==> config.mk <==
export PLATFORM = sky130hd
export DESIGN_NAME = master_spictrl_gen
export DESIGN_NICKNAME = d
export VERILOG_FILES = /design/src/rtl/spi_gen_pkg.sv /design/src/rtl/spi_sck_timer.sv /design/src/rtl/master_spictrl_gen.sv
export SDC_FILE = /design/constraint.sdc
export NUM_CORES = 1
export LEC_CHECK = 0
export BUFFER_PORTS_ARGS = -buffer_cell sky130_fd_sc_hd__buf_2
export CORE_ASPECT_RATIO = 2
export CORE_MARGIN = 2
export CORE_UTILIZATION = 50
export DETAILED_ROUTE_END_ITERATION = 12
export HOLD_SLACK_MARGIN = 0.08
export PLACE_DENSITY = 0.77
export SYNTH_ARGS = -nofsm -noshare
export SYNTH_HDL_FRONTEND = slang
export SYNTH_SLANG_ARGS = --single-unit
==> constraint.sdc <==
create_clock -name i_clk -period 5.6 [get_ports i_clk]
set_clock_uncertainty 0.05 [all_clocks]
set_input_delay 0.28 -clock i_clk [delete_from_list [all_inputs] [get_ports i_clk]]
set_output_delay 0.28 -clock i_clk [all_outputs]
set_load 0.01 [all_outputs]
==> src/rtl/spi_gen_pkg.sv <==
// Shared types and helpers for the parametrised SPI master.
package spi_gen_pkg;

   typedef enum logic [1:0] {
      ST_IDLE  = 2'd0,
      ST_SETUP = 2'd1,
      ST_SHIFT = 2'd2,
      ST_HOLD  = 2'd3
   } spi_state_t;

   // SPI modes encoded as {CPOL, CPHA}
   localparam logic [1:0] MODE0 = 2'b00;
   localparam logic [1:0] MODE1 = 2'b01;
   localparam logic [1:0] MODE2 = 2'b10;
   localparam logic [1:0] MODE3 = 2'b11;

   // Width of the chip-select index; a single chip select still needs one bit.
   function automatic int cs_sel_w(input int n);
      return (n <= 1) ? 1 : $clog2(n);
   endfunction

endpackage

==> src/rtl/spi_sck_timer.sv <==
// SCK half-period timer: down-counter that fires a one-cycle tick at zero
// and reloads with the supplied divisor on load or on its own tick.
module spi_sck_timer #(
   parameter int DIV_W = 8
) (
   input  logic             i_clk,
   input  logic             i_rst,
   input  logic             i_load,
   input  logic             i_en,
   input  logic [DIV_W-1:0] i_div,
   output logic             o_tick
);

   logic [DIV_W-1:0] r_cnt;

   assign o_tick = i_en && (r_cnt == '0);

   // Half-period down-counter with reload on start and on every tick
   always_ff @(posedge i_clk or posedge i_rst) begin
      if (i_rst) begin
         r_cnt <= '0;
      end else if (i_load || o_tick) begin
         r_cnt <= i_div;
      end else if (i_en) begin
         r_cnt <= r_cnt - DIV_W'(1);
      end
   end

endmodule

==> src/rtl/master_spictrl_gen.sv <==
// SPI master: one GO rising edge runs one full-duplex MSB-first transfer
// in any of the four CPOL/CPHA modes, with SCK derived from a clock enable.
//
// state    | meaning
// ---------+--------------------------------------------------------------
// ST_IDLE  | no transfer; SCK follows live CPOL, CS all high, MOSI low
// ST_SETUP | CS asserted, MSB on MOSI, one half-period before SHIFT
// ST_SHIFT | 2*WIDTH SCK edges; sample/shift according to latched CPHA
// ST_HOLD  | one half-period with CS held, then RX_W/DONE update
module master_spictrl_gen
   import spi_gen_pkg::*;
#(
   parameter int WIDTH = 16,
   parameter int NCS   = 4,
   parameter int DIV_W = 8
) (
   input  logic                     i_clk,
   input  logic                     i_rst,
   input  logic                     i_go,
   input  logic [WIDTH-1:0]         i_tx_w,
   input  logic [cs_sel_w(NCS)-1:0] i_cs_sel,
   input  logic                     i_cpol,
   input  logic                     i_cpha,
   input  logic [DIV_W-1:0]         i_div,
   input  logic                     i_miso,
   output logic [NCS-1:0]           o_cs,
   output logic                     o_sck,
   output logic                     o_mosi,
   output logic [WIDTH-1:0]         o_rx_w,
   output logic                     o_busy,
   output logic                     o_done
);

   localparam int CSW = cs_sel_w(NCS);
   localparam int ECW = $clog2(2 * WIDTH + 1);

   spi_state_t       r_state;
   logic             r_go_d;
   logic [WIDTH-1:0] r_sh;
   logic [ECW-1:0]   r_edge_cnt;
   logic             r_cpol;
   logic             r_cpha;
   logic [DIV_W-1:0] r_div;
   logic [NCS-1:0]   r_cs;
   logic             r_sck;
   logic             r_mosi;
   logic [WIDTH-1:0] r_rx;
   logic             r_busy;
   logic             r_done;

   logic             w_start;
   logic             w_tick;
   logic             w_last;
   logic             w_sample;
   logic             w_shift_out;
   logic [DIV_W-1:0] w_div_load;
   logic [NCS-1:0]   w_cs_dec;

   assign w_start    = i_go & ~r_go_d & (r_state == ST_IDLE);
   // The start reload must use the live divisor; later reloads use the latched one.
   assign w_div_load = w_start ? i_div : r_div;
   assign w_last     = (r_edge_cnt == ECW'(2 * WIDTH - 1));
   // Edge number k = r_edge_cnt+1 is odd when r_edge_cnt is even.
   // CPHA=0 samples on odd edges, CPHA=1 on even edges.
   assign w_sample    = ~r_edge_cnt[0] ^ r_cpha;
   assign w_shift_out = ~w_sample & ~w_last;

   // One-hot active-low chip-select decode; out-of-range index selects nothing
   always_comb begin
      w_cs_dec = '1;
      for (int i = 0; i < NCS; i++) begin
         if (i_cs_sel == CSW'(i)) begin
            w_cs_dec[i] = 1'b0;
         end
      end
   end

   spi_sck_timer #(
      .DIV_W (DIV_W)
   ) u_sck_timer (
      .i_clk  (i_clk),
      .i_rst  (i_rst),
      .i_load (w_start),
      .i_en   (r_state != ST_IDLE),
      .i_div  (w_div_load),
      .o_tick (w_tick)
   );

   // Transfer FSM with registered SPI pins, shift register and status
   always_ff @(posedge i_clk or posedge i_rst) begin
      if (i_rst) begin
         r_state    <= ST_IDLE;
         r_go_d     <= 1'b0;
         r_sh       <= '0;
         r_edge_cnt <= '0;
         r_cpol     <= 1'b0;
         r_cpha     <= 1'b0;
         r_div      <= '0;
         r_cs       <= '1;
         r_sck      <= 1'b0;
         r_mosi     <= 1'b0;
         r_rx       <= '0;
         r_busy     <= 1'b0;
         r_done     <= 1'b0;
      end else begin
         r_go_d <= i_go;
         r_done <= 1'b0;
         case (r_state)
            ST_IDLE: begin
               r_sck  <= i_cpol;
               r_mosi <= 1'b0;
               r_cs   <= '1;
               if (w_start) begin
                  r_state    <= ST_SETUP;
                  r_busy     <= 1'b1;
                  r_sh       <= i_tx_w;
                  r_mosi     <= i_tx_w[WIDTH-1];
                  r_cs       <= w_cs_dec;
                  r_cpol     <= i_cpol;
                  r_cpha     <= i_cpha;
                  r_div      <= i_div;
                  r_edge_cnt <= '0;
               end
            end
            ST_SETUP: begin
               if (w_tick) begin
                  r_state    <= ST_SHIFT;
                  r_edge_cnt <= '0;
               end
            end
            ST_SHIFT: begin
               if (w_tick) begin
                  r_sck      <= ~r_sck;
                  r_edge_cnt <= r_edge_cnt + ECW'(1);
                  // Sampling shifts MISO in from the bottom; the bit that
                  // reaches the top is the next one to drive on MOSI.
                  if (w_sample) begin
                     r_sh <= {r_sh[WIDTH-2:0], i_miso};
                  end
                  if (w_shift_out) begin
                     r_mosi <= r_sh[WIDTH-1];
                  end
                  if (w_last) begin
                     r_state <= ST_HOLD;
                  end
               end
            end
            ST_HOLD: begin
               if (w_tick) begin
                  r_state <= ST_IDLE;
                  r_busy  <= 1'b0;
                  r_cs    <= '1;
                  r_mosi  <= 1'b0;
                  r_sck   <= r_cpol;
                  r_rx    <= r_sh;
                  r_done  <= 1'b1;
               end
            end
            default: begin
               r_state <= ST_IDLE;
            end
         endcase
      end
   end

   assign o_cs   = r_cs;
   assign o_sck  = r_sck;
   assign o_mosi = r_mosi;
   assign o_rx_w = r_rx;
   assign o_busy = r_busy;
   assign o_done = r_done;

endmodule

==> results.json <==
{
  "status": "finished clean",
  "slew_headroom_pct": 38.6,
  "r2r_end": "r_sh[9]",
  "first_pass_iters": 4,
  "synth_area_sq_mm": 0.00334,
  "synth_cells": 282,
  "cts_buffers": 9,
  "power_frac_comb_pct": 36.4,
  "design_area_sq_mm": 0.00401,
  "async_reset_ff_share_pct": 100,
  "postRouteAntennaNets": 0,
  "p_seq_share_pct": 37.7,
  "core_sq_mm": 0.00652,
  "tightest_slew_ns": 0.921,
  "p_leak_nw": 1.91,
  "ys_ff_latch": 67,
  "power.switching_mw": 0.732,
  "hold_depth": 3,
  "vias_per_cell": 5.64,
  "setup_violations": 0,
  "cts.path.max_buffers": 2,
  "seq_area_frac_synth_pct": 50.4,
  "antennaDiodeCount": 0,
  "clockPowerShare_pct": 25.9,
  "place_congestion": 0.908,
  "cts.sinks": 67,
  "power.internal_mw": 1.49,
  "htreeDepth": 3,
  "worstHoldStart": "i_cpha",
  "syn-num-nets": 322,
  "drive_gt1_share_pct": 40.9,
  "crit_path_start_kind": "register",
  "r2r_start": "r_state[0]",
  "switching_share_pct": 32.9,
  "yosysUniqueCellTypes": 49,
  "overflow": 0,
  "portBuffers": 55,
  "wl_per_cell_um": 15.2,
  "nets": 380,
  "synth_area_per_cell_sq_um": 11.8,
  "placed_area_sq_mm": 0.00368,
  "max_freq_mhz": 337,
  "critPathArrivalTime_ns": 3.13,
  "num_rows": 42,
  "routed_wirelength_um": 6570,
  "hold_path.class": "input pin to register",
  "clkTransAtPathRegs_ns": 0.05,
  "total_power_mw": 2.22,
  "drtIter0Drc": 107,
  "grt_pass1_vias": 2411,
  "die_area_sq_mm": 0.00739,
  "slew_viol_final": 0,
  "worstSkewPairLatency_ns": 0.33,
  "clock-root-buffer": "clkbuf_16",
  "grt_max_degree": 68,
  "worstPathMaxFanout": 23,
  "fp.dieH_um": 120,
  "grt_use_total_pct": 20.0,
  "cts_tree": "yes",
  "die_w_um": 61.8,
  "holdPathEnd": "r_cpha",
  "route.detailed.drc": 0,
  "postCtsSetupRepairBufs": 0,
  "rsz0062_at_grt": "false",
  "finalHoldViolations": 0,
  "worst-setup-path-type": "register to register",
  "fin_crit_ns": 2.97,
  "synth_edf_count": 0,
  "critical_path_required_ns": 5.76,
  "hpwl_um": 4670,
  "antenna_found_initial": 0,
  "maxCapViolations": 0,
  "grt_pass1_wl_um": 11000,
  "ios": 56,
  "worstRegToRegCells": 7,
  "power-per-cell-area_mw_per_mm2": 554,
  "fin_tns_setup_ns": 0,
  "r2r_slack_ns": 2.63,
  "yosys_most_used_dff": "dfrtp_1",
  "synth_warnings": 0,
  "cp-end-kind": "register",
  "start_util_pct": 51.2,
  "peakVddDrop_uv": 290,
  "routed-via-count": 2443,
  "syn2layout_area_growth_pct": 20.2,
  "fin_crit_sh_pct": 53.0
}
[cells by family (layout without fill, tap and decap cells)]
| family | count (synthesis) | in the layout | share of synthesized area [%] |
|---|---|---|---|
| adder cells (fa/ha/maj) | 8 | 8 | 3.00 |
| XOR/XNOR | 1 | 1 | 0.262 |
| AND/OR/NAND/NOR | 73 | 73 | 11.8 |
| flip-flops | 67 | 67 | 50.4 |
| AO/OA/AOI/OAI | 53 | 53 | 11.0 |
| buffers and inverters | 22 | 85 | 2.96 |
| multiplexers | 58 | 58 | 20.6 |
[synth_stat cells, types with 2 or more instances]
| master | count | area [sq um] |
|---|---|---|
| buf_6 | 2 | 22.5 |
| or2_2 | 2 | 12.5 |
| a2bb2oi_1 | 2 | 17.5 |
| dfrtp_1 | 63 | 1580 |
| nand2_1 | 28 | 105 |
| a21oi_1 | 6 | 30.0 |
| nor2_1 | 11 | 41.3 |
| mux2_4 | 10 | 150 |
| inv_1 | 10 | 37.5 |
| nor4_1 | 2 | 12.5 |
| nand3b_1 | 2 | 15.0 |
| ha_1 | 8 | 100 |
| nand3_1 | 9 | 45.0 |
| a31oi_1 | 2 | 12.5 |
| mux2_2 | 47 | 529 |
| nor3b_1 | 2 | 15.0 |
| clkbuf_1 | 9 | 33.8 |
| a221o_1 | 2 | 20.0 |
| o21ai_0 | 17 | 85.1 |
| o21a_1 | 2 | 15.0 |
| o32a_1 | 2 | 20.0 |
| o31ai_1 | 4 | 30.0 |
| nor3_1 | 5 | 25.0 |
| nand2b_1 | 2 | 12.5 |
| o22a_1 | 2 | 17.5 |
| o211ai_1 | 2 | 15.0 |
| dfstp_2 | 4 | 105 |
| and2_1 | 2 | 12.5 |
| o211a_1 | 2 | 20.0 |
| o22ai_1 | 2 | 12.5 |
[worst max-delay path by stage]
| stage | slack (ns) | end | cells after the start | startpoint |
|---|---|---|---|---|
| 6_report | 2.63 | r_sh[9] | 7 | r_state[0] |
| 5_1_grt | 2.38 | r_sh[9] | 7 | r_state[0] |
| 4_1_cts | 2.61 | r_sh[9] | 7 | r_state[0] |
| 3_5_place_dp | 2.63 | r_sh[8] | 7 | r_state[0] |
| 3_3_place_gp | 2.74 | r_sh[7] | 7 | r_state[0] |
| 2_1_floorplan | 3.25 | r_state[1] | 6 | r_state[0] |
[stage by stage]
step | std cells | setup slack (ns) | util [%] | hold WS (ns)
2_1_floorplan | 282 | 3.25 | - | 0.261
3_3_place_gp | 415 | 2.74 | 56.5 | 0.391
3_5_place_dp | 415 | 2.63 | 56.5 | 0.391
4_1_cts | 433 | 2.61 | 61.6 | 0.0931
5_1_grt | 433 | 2.38 | 61.6 | 0.111
6_report | 433 | 2.63 | 61.6 | 0.0919
[worst max-delay path: stages, from the launching register on]
cell,delay (ns)
dfrtp_1,0.42
inv_1,0.12
ha_1,0.52
buf_4,0.35
inv_1,0.12
nand2_1,0.08
a221o_1,0.76
mux2_2,0.42
[power groups by stage]
stage	Sequential (mW)	Clock [mW]	Combinational, mW
after floorplan	0.824	0	0.636
after CTS	0.839	0.586	0.817
final	0.839	0.575	0.809
after global routing	0.871	0.604	0.899
after global placement	0.834	0	0.777
after detailed placement	0.844	0	0.811
[cell type report]
type,count,area [sq um]
clock buffer,13,270
sequential,67,1680
tap,88,110
inverter,10,37.5
timing repair buffer,59,310
multi-input combinational,193,1560
clock inverter,3,45.0
fill,557,2500
[sequential cells by signal (all words and copies together) (netlist names)]
register,cells
o_busy,1
o_cs,4
o_done,1
o_mosi,1
o_rx_w,16
o_sck,1
r_cpha,1
r_cpol,1
r_div,8
r_edge_cnt,6
r_go_d,1
r_sh,16
r_state,2
u_sck_timer.r_cnt,8
[repair_timing]
action / CTS / global route
resized for setup: 0 / 0
hold buffers: 2 / 0
endpoints found under the hold margin: 2 / 0
[layer usage]
| metal | global-route usage (%) | share of wire, % |
|---|---|---|
| met3 | 5.82 | 6.4 |
| met1 | 27.0 | 41 |
| met4 | 8.24 | 2.0 |
| met5 | 0 | 0 |
| met2 | 29.6 | 51 |
[placed cells by master (no fill, tap or decap), types with 3 or more instances in the layout]
| master | instances |
|---|---|
| dfrtp_1 | 63 |
| buf_2 | 55 |
| mux2_2 | 47 |
| nand2_1 | 28 |
| o21ai_0 | 17 |
| nor2_1 | 11 |
| mux2_4 | 10 |
| inv_1 | 9 |
| nand3_1 | 9 |
| clkbuf_16 | 9 |
| ha_1 | 8 |
| a21oi_1 | 6 |
| nor3_1 | 5 |
| o31ai_1 | 4 |
| dfstp_2 | 4 |
| clkbuf_8 | 3 |
No activity file was read; power rests on OpenSTA's default activity.
